### src/rtl/gcd_pkg.sv
// Shared types and default sizing for the gcd_stream engine.
package gcd_pkg;

  typedef enum logic [1:0] {
    IDLE = 2'd0,
    CALC = 2'd1,
    DONE = 2'd2
  } state_t;

  localparam int DEF_WIDTH = 8;
  localparam int DEF_CNT_W = 16;

endpackage

### src/rtl/gcd_datapath.sv
// Subtractive-Euclid datapath: operand registers, subtractors, comparators
// and the registered result/zero flag, all driven by strobes from the FSM.
module gcd_datapath
  import gcd_pkg::*;
#(
  parameter int WIDTH = DEF_WIDTH
) (
  input  logic             clk,
  input  logic             rst,
  input  logic             load,
  input  logic             sub_a,
  input  logic             sub_b,
  input  logic             res_load,
  input  logic [WIDTH-1:0] a_in,
  input  logic [WIDTH-1:0] b_in,
  output logic             eq,
  output logic             lt,
  output logic             a_zero,
  output logic             b_zero,
  output logic [WIDTH-1:0] result,
  output logic             zero_err
);

  logic [WIDTH-1:0] a_q;
  logic [WIDTH-1:0] b_q;

  assign eq     = (a_q == b_q);
  assign lt     = (a_q < b_q);
  assign a_zero = (a_q == '0);
  assign b_zero = (b_q == '0);

  // The larger operand is always the minuend, so the subtraction cannot wrap.
  // A|B covers both terminations: one operand zero, or both equal.
  always_ff @(posedge clk) begin
    if (rst) begin
      a_q      <= '0;
      b_q      <= '0;
      result   <= '0;
      zero_err <= 1'b0;
    end else begin
      if (load) begin
        a_q <= a_in;
        b_q <= b_in;
      end else if (sub_a) begin
        a_q <= a_q - b_q;
      end else if (sub_b) begin
        b_q <= b_q - a_q;
      end
      if (res_load) begin
        result   <= a_q | b_q;
        zero_err <= a_zero & b_zero;
      end
    end
  end

endmodule

### src/rtl/gcd_stream.sv
// Streaming GCD engine with valid/ready handshakes on both sides.
// Optional GCD_STEP_CNT_EN adds a saturating CALC-cycle counter on port steps.
module gcd_stream
  import gcd_pkg::*;
#(
  parameter int WIDTH = DEF_WIDTH
`ifdef GCD_STEP_CNT_EN
  ,
  parameter int CNT_W = DEF_CNT_W
`endif
) (
  input  logic             clk,
  input  logic             rst,
  input  logic             in_valid,
  output logic             in_ready,
  input  logic [WIDTH-1:0] a_in,
  input  logic [WIDTH-1:0] b_in,
  output logic             out_valid,
  input  logic             out_ready,
  output logic [WIDTH-1:0] gcd_out,
  output logic             zero_err
`ifdef GCD_STEP_CNT_EN
  ,
  output logic [CNT_W-1:0] steps
`endif
);

  state_t state;
  state_t state_next;
  logic   accept;
  logic   load;
  logic   sub_a;
  logic   sub_b;
  logic   res_load;
  logic   eq;
  logic   lt;
  logic   a_zero;
  logic   b_zero;

  assign in_ready  = (state == IDLE) && !rst;
  assign out_valid = (state == DONE);
  assign accept    = in_valid && in_ready;

  always_ff @(posedge clk) begin
    if (rst) begin
      state <= IDLE;
    end else begin
      state <= state_next;
    end
  end

  always_comb begin
    state_next = state;
    load       = 1'b0;
    sub_a      = 1'b0;
    sub_b      = 1'b0;
    res_load   = 1'b0;
    unique case (state)
      IDLE: begin
        if (accept) begin
          load       = 1'b1;
          state_next = CALC;
        end
      end
      CALC: begin
        if (a_zero || b_zero || eq) begin
          res_load   = 1'b1;
          state_next = DONE;
        end else if (lt) begin
          sub_b = 1'b1;
        end else begin
          sub_a = 1'b1;
        end
      end
      DONE: begin
        if (out_ready) begin
          state_next = IDLE;
        end
      end
      default: state_next = IDLE;
    endcase
  end

  gcd_datapath #(
    .WIDTH(WIDTH)
  ) u_datapath (
    .clk     (clk),
    .rst     (rst),
    .load    (load),
    .sub_a   (sub_a),
    .sub_b   (sub_b),
    .res_load(res_load),
    .a_in    (a_in),
    .b_in    (b_in),
    .eq      (eq),
    .lt      (lt),
    .a_zero  (a_zero),
    .b_zero  (b_zero),
    .result  (gcd_out),
    .zero_err(zero_err)
  );

`ifdef GCD_STEP_CNT_EN
  // Counts every CALC cycle including the terminating one; frozen in DONE.
  always_ff @(posedge clk) begin
    if (rst) begin
      steps <= '0;
    end else if (accept) begin
      steps <= '0;
    end else if (state == CALC && steps != '1) begin
      steps <= steps + 1'b1;
    end
  end
`endif

endmodule

### config.mk
export PLATFORM = sky130hd
export DESIGN_NAME = gcd_stream
export DESIGN_NICKNAME = d
export VERILOG_FILES = /design/src/rtl/gcd_pkg.sv /design/src/rtl/gcd_datapath.sv /design/src/rtl/gcd_stream.sv
export SDC_FILE = /design/constraint.sdc
export NUM_CORES = 1
export LEC_CHECK = 0
export ABC_AREA = 1
export CAP_MARGIN = 15
export CORE_MARGIN = 2
export CORE_UTILIZATION = 55
export DETAILED_ROUTE_END_ITERATION = 8
export HOLD_SLACK_MARGIN = 0.12
export PLACE_DENSITY = 0.77
export SLEW_MARGIN = 20
export SYNTH_ARGS = -nofsm -noshare
export SYNTH_HDL_FRONTEND = slang
export SYNTH_SLANG_ARGS = --single-unit
### constraint.sdc
create_clock -name clk -period 5 [get_ports clk]
set_clock_uncertainty 0.05 [all_clocks]
set_input_delay 0.75 -clock clk [delete_from_list [all_inputs] [get_ports clk]]
set_output_delay 0.75 -clock clk [all_outputs]
set_load 0.02 [all_outputs]
Word-level counts from Yosys, hierarchy flattened
Index checks and enable logic that the tools add are counted. W data, S select, Z words.

Flip-flop bits (word level): 27. Input bits: 20. Output and inout bits: 11.

Add/subtract/negate cells: 2. Magnitude comparators: 1. Eq/ne operators: 7. Mux-type cells: 19. Bitwise operators: 2. Reductions and logical operators: 12.

Operators with widths (count): $mux W8 (5); $logic_not A8 Y1 (2); $sub A8 B8 Y8 (2); $mux W1 (10); $eq A8 B8 Y1 (1); $lt A8 B8 Y1 (1); $or A8 B8 Y8 (1); $mux W2 (3); $ne A2 B2 Y1 const B (3); $pmux W2 S3 (1); $reduce_bool A2 Y1 (2); $reduce_and A3 Y1 (1); $eq A2 B1 Y1 const B (1); $eq A2 B2 Y1 const B (1); $logic_and A1 B1 Y1 (2); $logic_not A2 Y1 (1); $logic_or A1 B1 Y1 (2); $ne A2 B1 Y1 const B (1); $reduce_and A2 Y1 (1); $and A1 B1 Y1 (1); $logic_not A1 Y1 (1).

Depth between registers and ports, before layout
Gate-level depths: netlist of the first run.

Depth after elaboration: 8. Mapped depth: 14.

By module
Synthesis of the first run repeated with hierarchy kept, for this count alone.

Cell total of the unflattened synthesis: 284. Area, all modules: 1984.4 µm².

By module, submodules not included: gcd_datapath (times used 1, cells each 260, area each 1841.8 µm², seq. area each 500.5 µm²); gcd_stream (times used 1, cells each 24, area each 142.6 µm², seq. area each 40.0 µm²).

Least setup slack after synthesis of the first run
No wires, ideal clock.

Path kind: input to register. From: input port rst. To: register u_datapath.b_q[2]. Arrival: 1.821 ns. Path slack: 3.014 ns. Stages on the path: 8. Buffers on the path: 1. Cells stage by stage: nor3_2 nand2_2 buf_2 o21ai_0 nand2_1 nand3b_1 nand2_1 nor2_1.

Longest elaborated chain between the ends: 7. Elaborated cells between the ends (all ways): 9.

Ends and longest elaborated chain: start: declaration (line gcd_stream.sv:13) `input logic rst,`; $logic_not A1 Y1 (line gcd_stream.sv:40) `assign in_ready = (state == IDLE) && !rst;`; $logic_and A1 B1 Y1 (line gcd_stream.sv:40); $logic_and A1 B1 Y1 (line gcd_stream.sv:42) `assign accept = in_valid && in_ready;`; $mux W1 (line gcd_stream.sv:60) `if (accept) begin`; $mux W1 (line gcd_stream.sv:58) `unique case (state)`; $ne A2 B2 Y1 (no line) / $reduce_bool A2 Y1 (equally long branches); $reduce_and A2 Y1 (no line); end signal: assignment (line gcd_datapath.sv:43) `b_q <= b_in;`; end signal: assignment (line gcd_datapath.sv:47) `b_q <= b_q - a_q;`; end: declaration (line gcd_datapath.sv:25) `logic [WIDTH-1:0] b_q;`.

Parallel ways exist; a longest one is shown, timed or not. A chain may end at the register's enable or synchronous reset.

Worst setup path after layout of the first run
From: input port rst. To: output port in_ready.

Longest elaborated chain between the ends: 2.

Ends and longest elaborated chain: $logic_not A1 Y1 (line gcd_stream.sv:40); $logic_and A1 B1 Y1 (line gcd_stream.sv:40); end: declaration (line gcd_stream.sv:15) `output logic in_ready,`.

No other way between the ends.

==> results of run 1 <==
metal layers:
metal | share of wire (%) | wire length [µm] | track usage, % | vias to the layer above
met5 | 0 | 0 | 0 | -
met4 | 1.8 | 94 | 6.12 | 0
met3 | 4.7 | 250 | 4.33 | 8
met2 | 48 | 2560 | 47.4 | 51
met1 | 45 | 2390 | 31.2 | 927
li1 | - | - | - | 1117
sequential cells by signal, indices dropped and copies added (netlist names):
name / cells
u_datapath.a_q: 8
u_datapath.zero_err: 1
u_datapath.result: 8
state: 2
u_datapath.b_q: 8
worst max-delay path, cell delays in order:
cell and delay (ns):
clkdlybuf4s50_1 0.47, nor3_2 0.21, clkdlybuf4s50_1 0.65
final cells by class:
| class | count | area (µm²) | area share, % |
|---|---|---|---|
| inverter | 45 | 169 | 6.62 |
| sequential | 27 | 541 | 21.2 |
| multi-input combinational | 260 | 1440 | 56.3 |
| timing repair buffer | 30 | 300 | 11.8 |
| clock buffer | 4 | 45.0 | 1.77 |
| tap | 48 | 60.1 | 2.35 |
layout by cell type, fill, tap and decap left out, types with 2 or more instances in the layout:
cell type        count
xor2_1               3
nand3b_1             3
inv_2                2
a21oi_1             21
clkdlybuf4s50_1     30
nor2_1              51
dfxtp_1             27
nand2_4              3
and2_4               2
o21ai_0             18
nor2_4               2
nand3_1             26
nand3_2              3
clkbuf_8             3
nand2_1             85
nand4_1              2
nand2_2              5
fa_1                 2
nor2_2               3
inv_1               42
ha_1                23
kinds of logic (layout without fill, tap and decap cells):
family,after synthesis,after routing
DFF,27,27
and+or+nand+nor,189,189
AOI/OAI and AO/OA,43,43
xor gates and xnor gates,3,3
buffers and inverters,53,79
adders and majority gates,25,25
stage by stage:
stage / cell area, µm² / utilization [%] / worst slack [ns] / hold slack [ns]
floorplan: 2200 / - / 3.01 / 0.452
finish: 2550 / 68.1 / 2.12 / 0.418
global route: 2550 / 68.1 / 2.06 / 0.442
global placement: 2510 / 66.9 / 2.14 / 0.407
CTS: 2550 / 68.1 / 2.11 / 0.423
detailed placement: 2510 / 66.9 / 2.12 / 0.410
worst paths after layout:
check	endpoint	slack [ns]	start
worst min register to register	u_datapath.zero_err	0.42	u_datapath.zero_err
worst max register to register	u_datapath.a_q[7]	2.77	u_datapath.a_q[0]
worst max-delay path	in_ready	2.12	rst
worst min-delay path	u_datapath.zero_err	0.42	u_datapath.zero_err
==> impl_metrics.toml, run 1 <==
[grt]
grt_pass1_vias = 2012
grt_max_degree = 26
grt_first_pass_wirelength_um = 8870
grt.overflow.total = 0
groute.usage.overall_pct = 25.8
grt_antenna_before_repair = 0

[clock_network]
cts.path.max_buffers = 2
clock_latency_ns = 0.28
htree_levels = 1
numCtsBuffers = 3
cts_root_buffer = "clkbuf_8"
cts_tree = "yes"
cts_setup_buffers = 0
ctsResizeCount = 0
ctsHoldBuffers = 0
cts_sinks = 27
path_clk_slew_ns = 0.09

[layout]
diodes = 0
fin_nets = 412
drive_gt1_share_pct = 7.38
nFillCells = 375
area_growth_pct = 16.1
instances_no_fill = 414

[worst_setup_path]
path_class = "in -> out"
crit_fanout = 4
cp.required_ns = 4.20
r2r_cells = 12
crit_arrival_ns = 2.08
end_kind = "output pin"
startpoint_type = "input pin"

[placed_design]
placed_cells = 410
place_congestion = 0.908
dp_hpwl_um = 4080
io_buffer_count = 30

[floorplan]
boundaryPins = 31
die_h_um = 67.2
initial_utilization_pct = 58.7
fp.coreArea_mm2 = 0.00374
die_w_um = 67.2
die_area_mm2 = 0.00452
fp-row-count = 22

[synth]
yosysWarnings = 0
synthTopCellsByArea = "dfxtp_1, nand2_1, ha_1"
synth.area.mux_share_pct = 0
yosysTopAreaCell = "dfxtp_1"
yosysMostFrequentCell = "nand2_1"
synth_fa_ha_area_share_pct = 14.9
syn-num-nets = 385
synth_ff_type = "dfxtp_1"
synth_top_cells_by_count = "nand2_1, nor2_1, inv_1"
synth-simple-area-share_pct = 39.0
ys_ff_latch = 27
synth_xor_area_share_pct = 1.20
ys_types = 32
async_flop_share_pct = 0
syn_area_mm2 = 0.00220
seq_area_frac_synth_pct = 24.6
synth_top_family_by_area = "simple AND/OR/NAND/NOR gates"
synth-compound-area-share_pct = 10.2
synth_edf_count = 0
syn_avg_cell_area_um2 = 6.47
synth_top_area_share_pct = 24.6
syn_inst = 340

[routing]
num_vias = 2103
avgRoutedWirePerCell_um = 12.8
antenna_left = 0
drc = 0
routed_wl_um = 5290
drtPass1Iterations = 4
drtIter0Drc = 113
vias_per_cell = 5.08

[timing]
slew_headroom_pct = 48.7
setup_viol_count_final = 0
worst_pin_slew_ns = 0.768
clock.fmax_mhz = 347
slew_violations = 0
layout_min_cycle_time_ns = 2.88
fin_tns_setup_ns = 0
final-hold-violation-count = 0
rsz0062_at_grt = "no"
finalCritPeriodShare_pct = 57.6

[worst_hold_path]
holdPathStages = 2
hold_path.class = "reg -> reg"

[job]
maxCapViolations = 0

[run_status]
outcome = "finished clean"
Power of run 1 is left out: the tool's default activity adds up to more than one toggle a clock period on the data nets, which glitch-free logic cannot reach.
==> inputs of run 2 (changes only) <==
- clock period: 5 -> 2.9 ns (I/O delays scaled with it)
==> impl_metrics.toml, run 2 (synthesis results as in run 1) <==
[grt]
grt_max_degree = 26
grt_first_pass_wirelength_um = 8980
groute.usage.overall_pct = 26.1
grt_pass1_vias = 1962
grt.overflow.total = 0
grt_antenna_before_repair = 0

[routing]
route.met3.wl_um = 199
dr.max_layer_used = "met4"
drtPass1Iterations = 4
num_vias = 2149
antenna_left = 0
drtIter0Drc = 150
wirelength_met1_um = 2430
met2_length_um = 2550
vias_per_cell = 5.18
routed_wl_um = 5320
drc = 0
avgRoutedWirePerCell_um = 12.8

[worst_hold_path]
hold_path.class = "reg -> reg"

[worst_setup_path]
slowest_delay_ns = 0.65
cp.required_ns = 2.41
cp_top_family = "buffers and inverters"
crit_chain = "clkdlybuf4s50_1 -> nor3_2 -> clkdlybuf4s50_1"
cp_num_buf_inv = 2
end_kind = "output pin"
crit_top_cell = "clkdlybuf4s50_1"
startpoint_type = "input pin"
path_class = "in -> out"
crit_arrival_ns = 1.76
crit_path_top_delay_cell = "clkdlybuf4s50_1"
crit_fanout = 4

[floorplan]
die_h_um = 67.2
boundaryPins = 31
die_w_um = 67.2
initial_utilization_pct = 58.7
die_area_mm2 = 0.00452
fp-row-count = 22
fp.coreArea_mm2 = 0.00374

[layout]
fin_nets = 413
final_cell_mix = "nand2_1, nor2_1, inv_1"
layout_commonest_cell = "nand2_1"
area_growth_pct = 16.4
diodes = 0
drive_gt1_share_pct = 7.63
reg_top3 = "u_datapath.a_q: 8 flops, u_datapath.b_q: 8 flops, u_datapath.result: 8 flops"
fin_area_mm2 = 0.00256

[clock_network]
ctsHoldBuffers = 0
cts_setup_buffers = 0
numCtsBuffers = 3
cts.path.max_buffers = 2
cts_root_buffer = "clkbuf_8"
htree_levels = 1
path_clk_slew_ns = 0.09
clock_latency_ns = 0.27
cts_tree = "yes"
cts_sinks = 27
ctsResizeCount = 0

[timing]
finalWorstSetupSlack_ns = 0.654
clock.fmax_mhz = 445
worst_pin_slew_ns = 0.782
finalCritPeriodShare_pct = 77.4
final-hold-violation-count = 0
slew_violations = 0
fin_tns_setup_ns = 0
layout_min_cycle_time_ns = 2.25
whs_ns = 0.416
setup_viol_count_final = 0
slew_headroom_pct = 47.8
rsz0062_at_grt = "no"

[placed_design]
dp_hpwl_um = 4110
io_buffer_count = 30
dp_slack_ns = 0.665
placed_area_mm2 = 0.00251
place_congestion = 0.889

[run_status]
outcome = "finished clean"

[job]
maxCapViolations = 0
run 2: area by class of cell:
type	count	area [µm²]
clock buffers	4	45.0
well taps	48	60.1
repair buffers	31	308
inverters	45	169
fillers	359	1180
multi-input cells	260	1440
flip-flops and latches	27	541
run 2: layer usage:
metal	vias to the layer above	GRT usage [%]
met1	969	33.8
li1	1118	-
met3	12	3.67
met4	0	7.91
met2	50	45.0
met5	-	0
run 2: worst paths after layout:
| kind | startpoint | to | slack [ns] | depth (start not counted) |
|---|---|---|---|---|
| min | u_datapath.zero_err | u_datapath.zero_err | 0.42 | 2 |
| max reg2reg | u_datapath.a_q[0] | u_datapath.b_q[3] | 0.80 | 13 |
| max | rst | in_ready | 0.65 | 3 |
| min reg2reg | u_datapath.zero_err | u_datapath.zero_err | 0.42 | 2 |
run 2: worst register-to-register path, cell delays in order (launching register included):
cell	delay [ns]
dfxtp_1	0.36
inv_1	0.08
ha_1	0.21
fa_1	0.39
inv_1	0.11
nand2_1	0.08
nand3_2	0.08
nand2_2	0.05
nand2_2	0.09
nand2_2	0.16
nand2_4	0.17
nand2_1	0.07
nand2_1	0.05
nor2_1	0.05
run 2: metrics by stage:
stage,util (%),std cells
final,68.3,415
after global routing,68.3,415
after CTS,68.3,415
after detailed placement,67.1,411
after global placement,67.1,411
after floorplan,-,340
Power of run 2 is left out for the same reason.
==> inputs of run 3 (changes only) <==
- clock period: 2.9 -> 2.3 ns (I/O delays scaled with it)
==> impl_metrics.toml, run 3 (synthesis results as in run 1) <==
[routing]
routed_wl_um = 5630
drtPass1Iterations = 4
drc = 0
drtIter0Drc = 128
num_vias = 2186
antenna_left = 0
avgRoutedWirePerCell_um = 13.4
vias_per_cell = 5.20

[timing]
layout_min_cycle_time_ns = 2.15
slew_violations = 0
setup_viol_count_final = 0
clock.fmax_mhz = 464
final-hold-violation-count = 0
fin_tns_setup_ns = 0
finalCritPeriodShare_pct = 93.7
worst_pin_slew_ns = 0.522
slew_headroom_pct = 65.2
rsz0062_at_grt = "no"

[worst_setup_path]
startpoint_type = "flop"
cp_num_buf_inv = 2
crit_chain = "inv_1 -> ha_1 -> inv_1 -> nand2_1 -> nand3_2 -> nand2_2 -> nand2_2 -> nand2_2 -> nand3_1 -> nor2_1 -> nor2_1"
path_class = "reg -> reg"
crit_fanout = 10
cp.required_ns = 2.44
end_kind = "flop"
crit_path_top_delay_cell = "ha_1"
crit_arrival_ns = 2.29
slowest_delay_ns = 0.51
cp_top_family = "simple AND/OR/NAND/NOR gates"
crit_top_cell = "nand2_2"

[layout]
layout_commonest_cell = "nand2_1"
diodes = 0
fin_nets = 418
reg_top3 = "u_datapath.a_q: 8 flops, u_datapath.b_q: 8 flops, u_datapath.result: 8 flops"
drive_gt1_share_pct = 9.14
nFillCells = 347
area_growth_pct = 18.4
final_cell_mix = "nand2_1, nor2_1, inv_1"

[job]
maxCapViolations = 0

[floorplan]
boundaryPins = 31
fp-row-count = 22
die_area_mm2 = 0.00452
initial_utilization_pct = 58.7
die_h_um = 67.2
fp.coreArea_mm2 = 0.00374
die_w_um = 67.2

[grt]
grt_first_pass_wirelength_um = 9300
grt_max_degree = 18
groute.usage.overall_pct = 27.7
grt.overflow.total = 0
grt_pass1_vias = 2006
grt_antenna_before_repair = 0

[worst_hold_path]
hold_path.class = "reg -> reg"

[clock_network]
numCtsBuffers = 3
ctsHoldBuffers = 0
htree_levels = 1
cts_root_buffer = "clkbuf_8"
path_clk_slew_ns = 0.10
cts.path.max_buffers = 2
ctsResizeCount = 0
clock_latency_ns = 0.28
cts_sinks = 27
cts_tree = "yes"
cts_setup_buffers = 0

[run_status]
outcome = "finished clean"

[placed_design]
place_congestion = 0.947
dp_hpwl_um = 4500
io_buffer_count = 30
-- run 3: worst reg2reg max path, cell delays in order (launching register included) --
cell and delay, ns:
dfxtp_1 0.39, inv_1 0.09, ha_1 0.51, inv_1 0.08, nand2_1 0.10, nand3_2 0.10
nand2_2 0.07, nand2_2 0.07, nand2_2 0.21, nand3_1 0.18, nor2_1 0.13, nor2_1 0.06
-- run 3: path summary, 6_finish.rpt --
path,startpoint,end,slack [ns],cells past startpoint
max reg2reg,u_datapath.b_q[3],u_datapath.b_q[7],0.15,11
max,u_datapath.b_q[3],u_datapath.b_q[7],0.15,11
min,u_datapath.zero_err,u_datapath.zero_err,0.43,2
min reg2reg,u_datapath.zero_err,u_datapath.zero_err,0.43,2
-- run 3: per-layer routing --
metal	GRT usage [%]	wire length [µm]	vias up
li1	-	-	1127
met1	35.2	2550	980
met2	47.3	2650	64
met3	3.33	241	15
met4	11.7	195	0
met5	0	0	-
-- run 3: final cells by class --
class / instances / area [µm²] / share of cell area, %
sequential: 27 / 541 / 20.8
timing repair buffer: 36 / 345 / 13.3
multi-input combinational: 260 / 1440 / 55.2
inverter: 45 / 171 / 6.59
clock buffer: 3 / 41.3 / 1.59
tap: 48 / 60.1 / 2.31
clock inverter: 1 / 7.51 / 0.288
-- run 3: through the flow --
step	hold slack, ns	util (%)	std cells	area, µm²	worst slack, ns
4_1_cts	0.425	69.5	420	2600	0.178
3_3_place_gp	0.408	68.1	416	2550	0.249
2_1_floorplan	0.364	-	340	2200	0.441
3_5_place_dp	0.411	68.1	416	2550	0.202
6_report	0.426	69.5	420	2600	0.145
5_1_grt	0.474	69.5	420	2600	0.0148
Power of run 3 is left out for the same reason.
